**src/rtl/i2s_rx_core.sv**
```systemverilog
// I2S receiver: synchronises sck/ws/sd into clk, deserialises MSB-first
// left/right words and presents complete stereo pairs on valid/ready.
module i2s_rx_core #(
    parameter int DW          = 8,
    parameter int SYNC_STAGES = 2
) (
    input  logic          clk,
    input  logic          reset,
    input  logic          enable,
    input  logic          sck_in,
    input  logic          ws_in,
    input  logic          sd_in,
    output logic [DW-1:0] data_left,
    output logic [DW-1:0] data_right,
    output logic          valid,
    input  logic          ready,
    output logic          overflow,
    input  logic          clear_ovf
);

    localparam int IW = $clog2(DW + 1);

    typedef enum logic {SYNC, RUN} state_t;

    logic [2:0]    sync_reg [SYNC_STAGES];
    logic          sck_prev_reg;
    logic          sck_s, ws_s, sd_s, rise;

    state_t        state_reg, state_next;
    logic          ws_prev_reg, ws_prev_next;
    logic [IW-1:0] idx_reg, idx_next;
    logic [DW-1:0] partial_reg, partial_next;
    logic [DW-1:0] left_hold_reg, left_hold_next;
    logic          left_done_reg, left_done_next;
    logic [DW-1:0] data_left_reg, data_left_next;
    logic [DW-1:0] data_right_reg, data_right_next;
    logic          valid_reg, valid_next;
    logic          overflow_reg, overflow_next;
    logic [DW-1:0] word;
    logic          pub, drop;

    // All three bus lines share one chain so ws/sd stay aligned with sck.
    always_ff @(posedge clk) begin
        sync_reg[0] <= {sck_in, ws_in, sd_in};
        for (int i = 1; i < SYNC_STAGES; i++) begin
            sync_reg[i] <= sync_reg[i-1];
        end
        sck_prev_reg <= sck_s;
    end

    assign sck_s = sync_reg[SYNC_STAGES-1][2];
    assign ws_s  = sync_reg[SYNC_STAGES-1][1];
    assign sd_s  = sync_reg[SYNC_STAGES-1][0];
    assign rise  = sck_s & ~sck_prev_reg;

    always_comb begin
        state_next     = state_reg;
        ws_prev_next   = ws_prev_reg;
        idx_next       = idx_reg;
        partial_next   = partial_reg;
        left_hold_next = left_hold_reg;
        left_done_next = left_done_reg;
        pub            = 1'b0;
        word           = partial_reg;

        // Bits past DW match no position and are dropped.
        for (int i = 0; i < DW; i++) begin
            if (idx_reg == IW'(DW - 1 - i)) begin
                word[i] = sd_s;
            end
        end

        if (rise) begin
            ws_prev_next = ws_s;
        end

        if (!enable) begin
            state_next     = SYNC;
            idx_next       = '0;
            partial_next   = '0;
            left_done_next = 1'b0;
        end else if (rise) begin
            case (state_reg)
                SYNC: begin
                    if (ws_prev_reg && !ws_s) begin
                        state_next     = RUN;
                        idx_next       = '0;
                        partial_next   = '0;
                        left_done_next = 1'b0;
                    end
                end
                RUN: begin
                    if (ws_s != ws_prev_reg) begin
                        idx_next     = '0;
                        partial_next = '0;
                        if (!ws_prev_reg) begin
                            left_hold_next = word;
                            left_done_next = 1'b1;
                        end else begin
                            pub            = left_done_reg;
                            left_done_next = 1'b0;
                        end
                    end else begin
                        partial_next = word;
                        if (idx_reg != IW'(DW)) begin
                            idx_next = idx_reg + IW'(1);
                        end
                    end
                end
                default: state_next = SYNC;
            endcase
        end
    end

    always_comb begin
        data_left_next  = data_left_reg;
        data_right_next = data_right_reg;
        valid_next      = valid_reg & ~ready;
        drop            = pub & valid_reg & ~ready;
        if (pub && (!valid_reg || ready)) begin
            data_left_next  = left_hold_reg;
            data_right_next = word;
            valid_next      = 1'b1;
        end
        // A drop on the same edge as clear_ovf keeps the flag set.
        overflow_next = drop ? 1'b1 : (clear_ovf ? 1'b0 : overflow_reg);
    end

    always_ff @(posedge clk) begin
        if (reset) begin
            state_reg      <= SYNC;
            ws_prev_reg    <= 1'b0;
            idx_reg        <= '0;
            partial_reg    <= '0;
            left_hold_reg  <= '0;
            left_done_reg  <= 1'b0;
            data_left_reg  <= '0;
            data_right_reg <= '0;
            valid_reg      <= 1'b0;
            overflow_reg   <= 1'b0;
        end else begin
            state_reg      <= state_next;
            ws_prev_reg    <= ws_prev_next;
            idx_reg        <= idx_next;
            partial_reg    <= partial_next;
            left_hold_reg  <= left_hold_next;
            left_done_reg  <= left_done_next;
            data_left_reg  <= data_left_next;
            data_right_reg <= data_right_next;
            valid_reg      <= valid_next;
            overflow_reg   <= overflow_next;
        end
    end

    assign data_left  = data_left_reg;
    assign data_right = data_right_reg;
    assign valid      = valid_reg;
    assign overflow   = overflow_reg;

endmodule

```
**config.mk**
```make
export PLATFORM = sky130hd
export DESIGN_NAME = i2s_rx_core
export DESIGN_NICKNAME = d
export VERILOG_FILES = /design/src/rtl/i2s_rx_core.sv
export SDC_FILE = /design/constraint.sdc
export NUM_CORES = 1
export LEC_CHECK = 0
export BUFFER_PORTS_ARGS = -buffer_cell sky130_fd_sc_hd__buf_4
export CORE_MARGIN = 1.5
export CORE_UTILIZATION = 45
export DETAILED_ROUTE_END_ITERATION = 12
export GPL_ROUTABILITY_DRIVEN = 0
export PLACE_DENSITY = 0.62
export SYNTH_ARGS = -nofsm -noshare
export SYNTH_HDL_FRONTEND = slang
export SYNTH_SLANG_ARGS = --single-unit
```
**constraint.sdc**
```tcl
create_clock -name clk -period 1.9 [get_ports clk]
set_input_delay 0.095 -clock clk [delete_from_list [all_inputs] [get_ports clk]]
set_output_delay 0.095 -clock clk [all_outputs]
set_load 0.005 [all_outputs]
```
; Word level (Yosys, flattened, before mapping)
; Memory sizes are Yosys's and may differ from the RTL's.
; Index checks and enable logic that the tools add are counted.
[word_totals]
regBits = 42
ramBits = 6
in_bits = 8
word_cells = 75
mem_count = 1
[memory_table]
columns = memory, words, width, read_ports, rd_ports_with_merged_regs, write_ports, line_no
row1 = sync_reg, 2, 3, 2, 0, 2, 25  ; logic [2:0] sync_reg [SYNC_STAGES];
[op_classes]
addsub = 1
n_eq_ne = 12
muxes = 29
bitwise_logic = 9
n_reduce_logical = 12
[ops]
columns = cell, n
row1 = $mux 1, 21
row2 = $eq 4x3->1 const B, 4
row3 = $mux 8, 2
row4 = $pmux 8 s2, 1
row5 = $mux 4, 3
row6 = $eq 4x2->1 const B, 2
row7 = $pmux 4 s2, 1
row8 = $reduce_and 3->1, 2
row9 = $not 1->1, 5
row10 = $reduce_and 5->1, 1
row11 = $add 4x1->4 const B, 1
row12 = $and 1x1->1, 4
row13 = $eq 4x1->1 const B, 1
row14 = $logic_not 4->1, 1
row15 = $ne 4x4->1 const B, 1
row16 = $ne 3x1->1 const B, 1
row17 = $logic_and 1x1->1, 2
row18 = $logic_not 1->1, 2
row19 = $ne 2x1->1 const B, 1
row20 = $ne 2x2->1 const B, 1
row21 = $pmux 1 s2, 1
row22 = $reduce_and 2->1, 1
row23 = $reduce_bool 2->1, 1
row24 = $reduce_or 2->1, 1
row25 = other kinds (2), 2

; Longest topological paths before layout
[logic_depth]
ltp_word = 8
depth_mapped = 7
mapped_depth_nobuf = 5

; Worst setup path after synthesis
; Ideal clock, no wire load.
[synth_path]
path_kind = reg2reg
from = register ws_prev_reg
to = register data_right_reg[6], in the netlist data_right[6]
arrival_ns = 1.510
slack_ns = 0.259
stages_incl_launch_ff = 6
path_buffers = 1
period_less_slack_ns = 1.641
cell_sequence = dfxtp_1 > ha_1 > nand3b_4 > clkbuf_1 > o311ai_0 > o21ai_1
[synth_via]
elab_chain_cells = 6
elab_cells_between_ends = 7
classes_between = 1 x eq/ne / 5 x mux / 1 x reduce/logical
[synth_rtl]
columns = element, line_no
row1 = from (decl), 30  ; logic ws_prev_reg, ws_prev_next;
row2 = from (signal assigned), 143  ; ws_prev_reg <= ws_prev_next;
row3 = $mux 1 or $ne 1x1->1 (tied branches), "96, 93"
row4 = $mux 1 *, 93  ; if (ws_s != ws_prev_reg) begin
row5 = $mux 1 *, 83  ; case (state_reg)
row6 = $mux 1 *, 82  ; end else if (rise) begin
row7 = $mux 1 *, 77  ; if (!enable) begin
row8 = $logic_and 1x1->1 *, 120  ; if (pub && (!valid_reg || ready)) begin
row9 = to (signal assigned), 149  ; data_right_reg <= data_right_next;
row10 = to (decl), 36  ; logic [DW-1:0] data_right_reg, data_right_next;
; Every way passes the cells marked *; elsewhere a longest branch is shown, timed or not.
; A chain may end at the register's enable or synchronous reset.

; Worst setup path after layout
[layout_path]
from = register ws_prev_reg
to = register data_right_reg[5], in the netlist data_right[5]
; Same word-level chain as after synthesis.

==> impl_metrics.tcl <==
set metrics [dict create \
    cp_slowest_stage_delay_ns 0.44 \
    start_util_pct 46.6 \
    insertion_delay_ns 0.29 \
    outcome "finished clean" \
    n_antenna_cell 0 \
    syn-cell-area_um2 2020 \
    cts.path.max_buffers 2 \
    ctsResizeCount 0 \
    min_to "overflow$_SDFFE_PP0P_" \
    synth_edf_count 0 \
    die_height_um 70.0 \
    total_power_uw 1770 \
    routed_via_density 5.81 \
    wl_per_cell_um 15.6 \
    io_buffers 25 \
    rsz0062_at_grt "no" \
    final_core_util_pct 54.7 \
    cpMaxStageDelayCell "dfxtp_1" \
    grt_max_degree 22 \
    grt_pass1_wl_um 7580 \
    hold_buffers 3 \
    worstMarginPinSlew_ns 0.590 \
    tns_ns 0 \
    ys.flop_type "dfxtp_1" \
    cts_buffers 5 \
    use_met2_pct 30.1 \
    p_leak_uw 0.000862 \
    drt_first_pass_iters 4 \
    synth_async_sr_flop_share_pct 0 \
    cts-root-buf "clkbuf_8" \
    grtUsageMet1_pct 25.8 \
    holdWs_ns 0.0570 \
    crit_family "compound AO/OA/AOI/OAI gates" \
    yosysWarnings 0 \
    crit_buf_inv 0 \
    nets 239 \
    arrival_ns 1.90 \
    ff2ff_path_depth 4 \
    period_share_pct 91.5 \
    yosysTopAreaCellShare_pct 47.6 \
    powerDensity_nw_per_um2 748 \
    syn_nets 214 \
    wirelength_um 4320 \
    ir_worst_vdd_mv 0.327 \
    cts_tree "done" \
    setup_viol 0 \
    htree_levels 2 \
    synth_cell_type_count 38 \
    cts_sinks 48 \
    worstSetupPathType "flip-flop to flip-flop" \
    cts_setup_buffers 0 \
    min_path_type "input pin to flip-flop" \
    required_ns 2.07 \
    ys_ff_latch 48 \
    seq_area_frac_synth_pct 47.6 \
    report.final.slew_viol_count 0 \
    fp.dieW_um 70.0 \
    top_usage_layer "met2" \
    synthMostInstantiatedCell "dfxtp_1" \
    stdcell_area_um2 2360 \
    syn_to_final_growth_pct 17.2 \
    synth_top_cells_by_area "dfxtp_1 (48%), a21oi_1 (5.5%), mux2i_1 (4.0%)" \
    finalClockSkew_ns 0.00352 \
    finalHoldViolCount 0 \
    reg2reg_slack_ns 0.16 \
    grt.overflow.total 0 \
    yosysTopAreaCell "dfxtp_1" \
    cap_violations 0 \
    rr_startpoint "ws_prev_reg$_SDFFE_PP0N_" \
    grt_pass1_vias 1620 \
    die_area_um2 4890 \
    drtIter0Drc 81 \
    drc 0 \
    final_antenna_net_count 0 \
    syn_inst 201 \
    worst-path-max-fanout 17 \
    grt_util_met3_pct 5.19 \
    antenna_found_initial 0 \
    final_layout_size_suffix_gt1_share_pct 19.1 \
    path_cells "ha_1, nand3b_4, o311ai_0, o21ai_0" \
    avgSynthCellArea_um2 10.0 \
    vias 1608 \
    rows 24 \
    synth_common_cells "dfxtp_1 (48), a21oi_1 (22), nand4_1 (11)" \
    endpoint_kind "flip-flop" \
    core_area_um2 4320 \
    critPathLaunchType "flip-flop" \
    placed_area_um2 2240 \
    r2r-end "data_right[5]$_SDFFE_PP0P_" \
    fin_crit_ns 1.74 \
    dp.final_hpwl_um 3210 \
    fmax_mhz 575 \
    min_delay_path_depth 3 \
    slew_headroom_pct 60.5 \
    clk_pin_slew_ns 0.08 \
    min_from "clear_ovf" \
    io_pins 26 \
    grt_usage_pct 19.5 \
]
==> per-stage QoR <==
| stage | cells | worst slack, ns |
|---|---|---|
| after floorplan | 201 | 0.259 |
| after global routing | 277 | 0.0166 |
| final | 277 | 0.162 |
| after CTS | 277 | 0.156 |
| after detailed placement | 268 | 0.171 |
| after global placement | 268 | 0.242 |
==> power by group <==
part	total (µW)	leakage (µW)	switching, µW	internal, µW
registers	1020	0.000389	8.95	1010
clock network	687	0.0000501	310	378
logic	60.0	0.000423	33.6	26.4
==> layout make-up <==
cell class                      instances  area, µm²
Fill cell                             395       1960
Multi-Input combinational cell        134        970
Sequential cell                        48        961
Timing Repair Buffer                   33        255
Clock buffer                            5       68.8
Tap cell                               52       65.1
Clock inverter                          1       30.0
Inverter                                4       15.0
==> cell families after synthesis <==
logic type	count (synthesis)	share of synthesized area, %
multiplexers	9	4.53
adder cells (fa/ha/maj)	5	3.10
buffers and inverters	19	4.28
flip-flops	48	47.6
AND/OR/NAND/NOR	50	17.4
AO/OA/AOI/OAI	70	23.1
==> worst register-to-register path, cell delays in order (launching register included) <==
cell and delay [ns]:
dfxtp_1 0.44, ha_1 0.36, nand3b_4 0.30, o311ai_0 0.38, o21ai_0 0.14
==> worst max-delay path by stage <==
stage                        startpoint                    endpoint  slack [ns]  depth (start not counted)
6_report       ws_prev_reg$_SDFFE_PP0N_  data_right[5]$_SDFFE_PP0P_        0.16                          4
5_1_grt        ws_prev_reg$_SDFFE_PP0N_  data_right[0]$_SDFFE_PP0P_        0.02                          4
4_1_cts        ws_prev_reg$_SDFFE_PP0N_  data_right[0]$_SDFFE_PP0P_        0.16                          4
3_5_place_dp   ws_prev_reg$_SDFFE_PP0N_  data_right[5]$_SDFFE_PP0P_        0.17                          4
3_3_place_gp     sync_reg[0][4]$_DFF_P_  data_right[5]$_SDFFE_PP0P_        0.24                          5
2_1_floorplan  ws_prev_reg$_SDFFE_PP0N_  data_right[6]$_SDFFE_PP0P_        0.26                          5
==> cell usage in the layout, fill, tap and decap left out, types with 5 or more instances in the layout <==
cell type	n
a211oi_1	9
a21oi_1	22
buf_4	30
clkbuf_8	5
dfxtp_1	48
ha_1	5
mux2i_1	8
nand2_1	5
nand3b_1	5
nand4_1	11
o21ai_0	9
o2bb2ai_1	8
o311ai_0	7
o31ai_1	9
==> per-layer routing <==
layer	vias up	wire, µm
li1	814	-
met1	746	2100
met2	39	1960
met3	9	187
met4	0	76
met5	-	0
(Power assumes the default switching activity.)
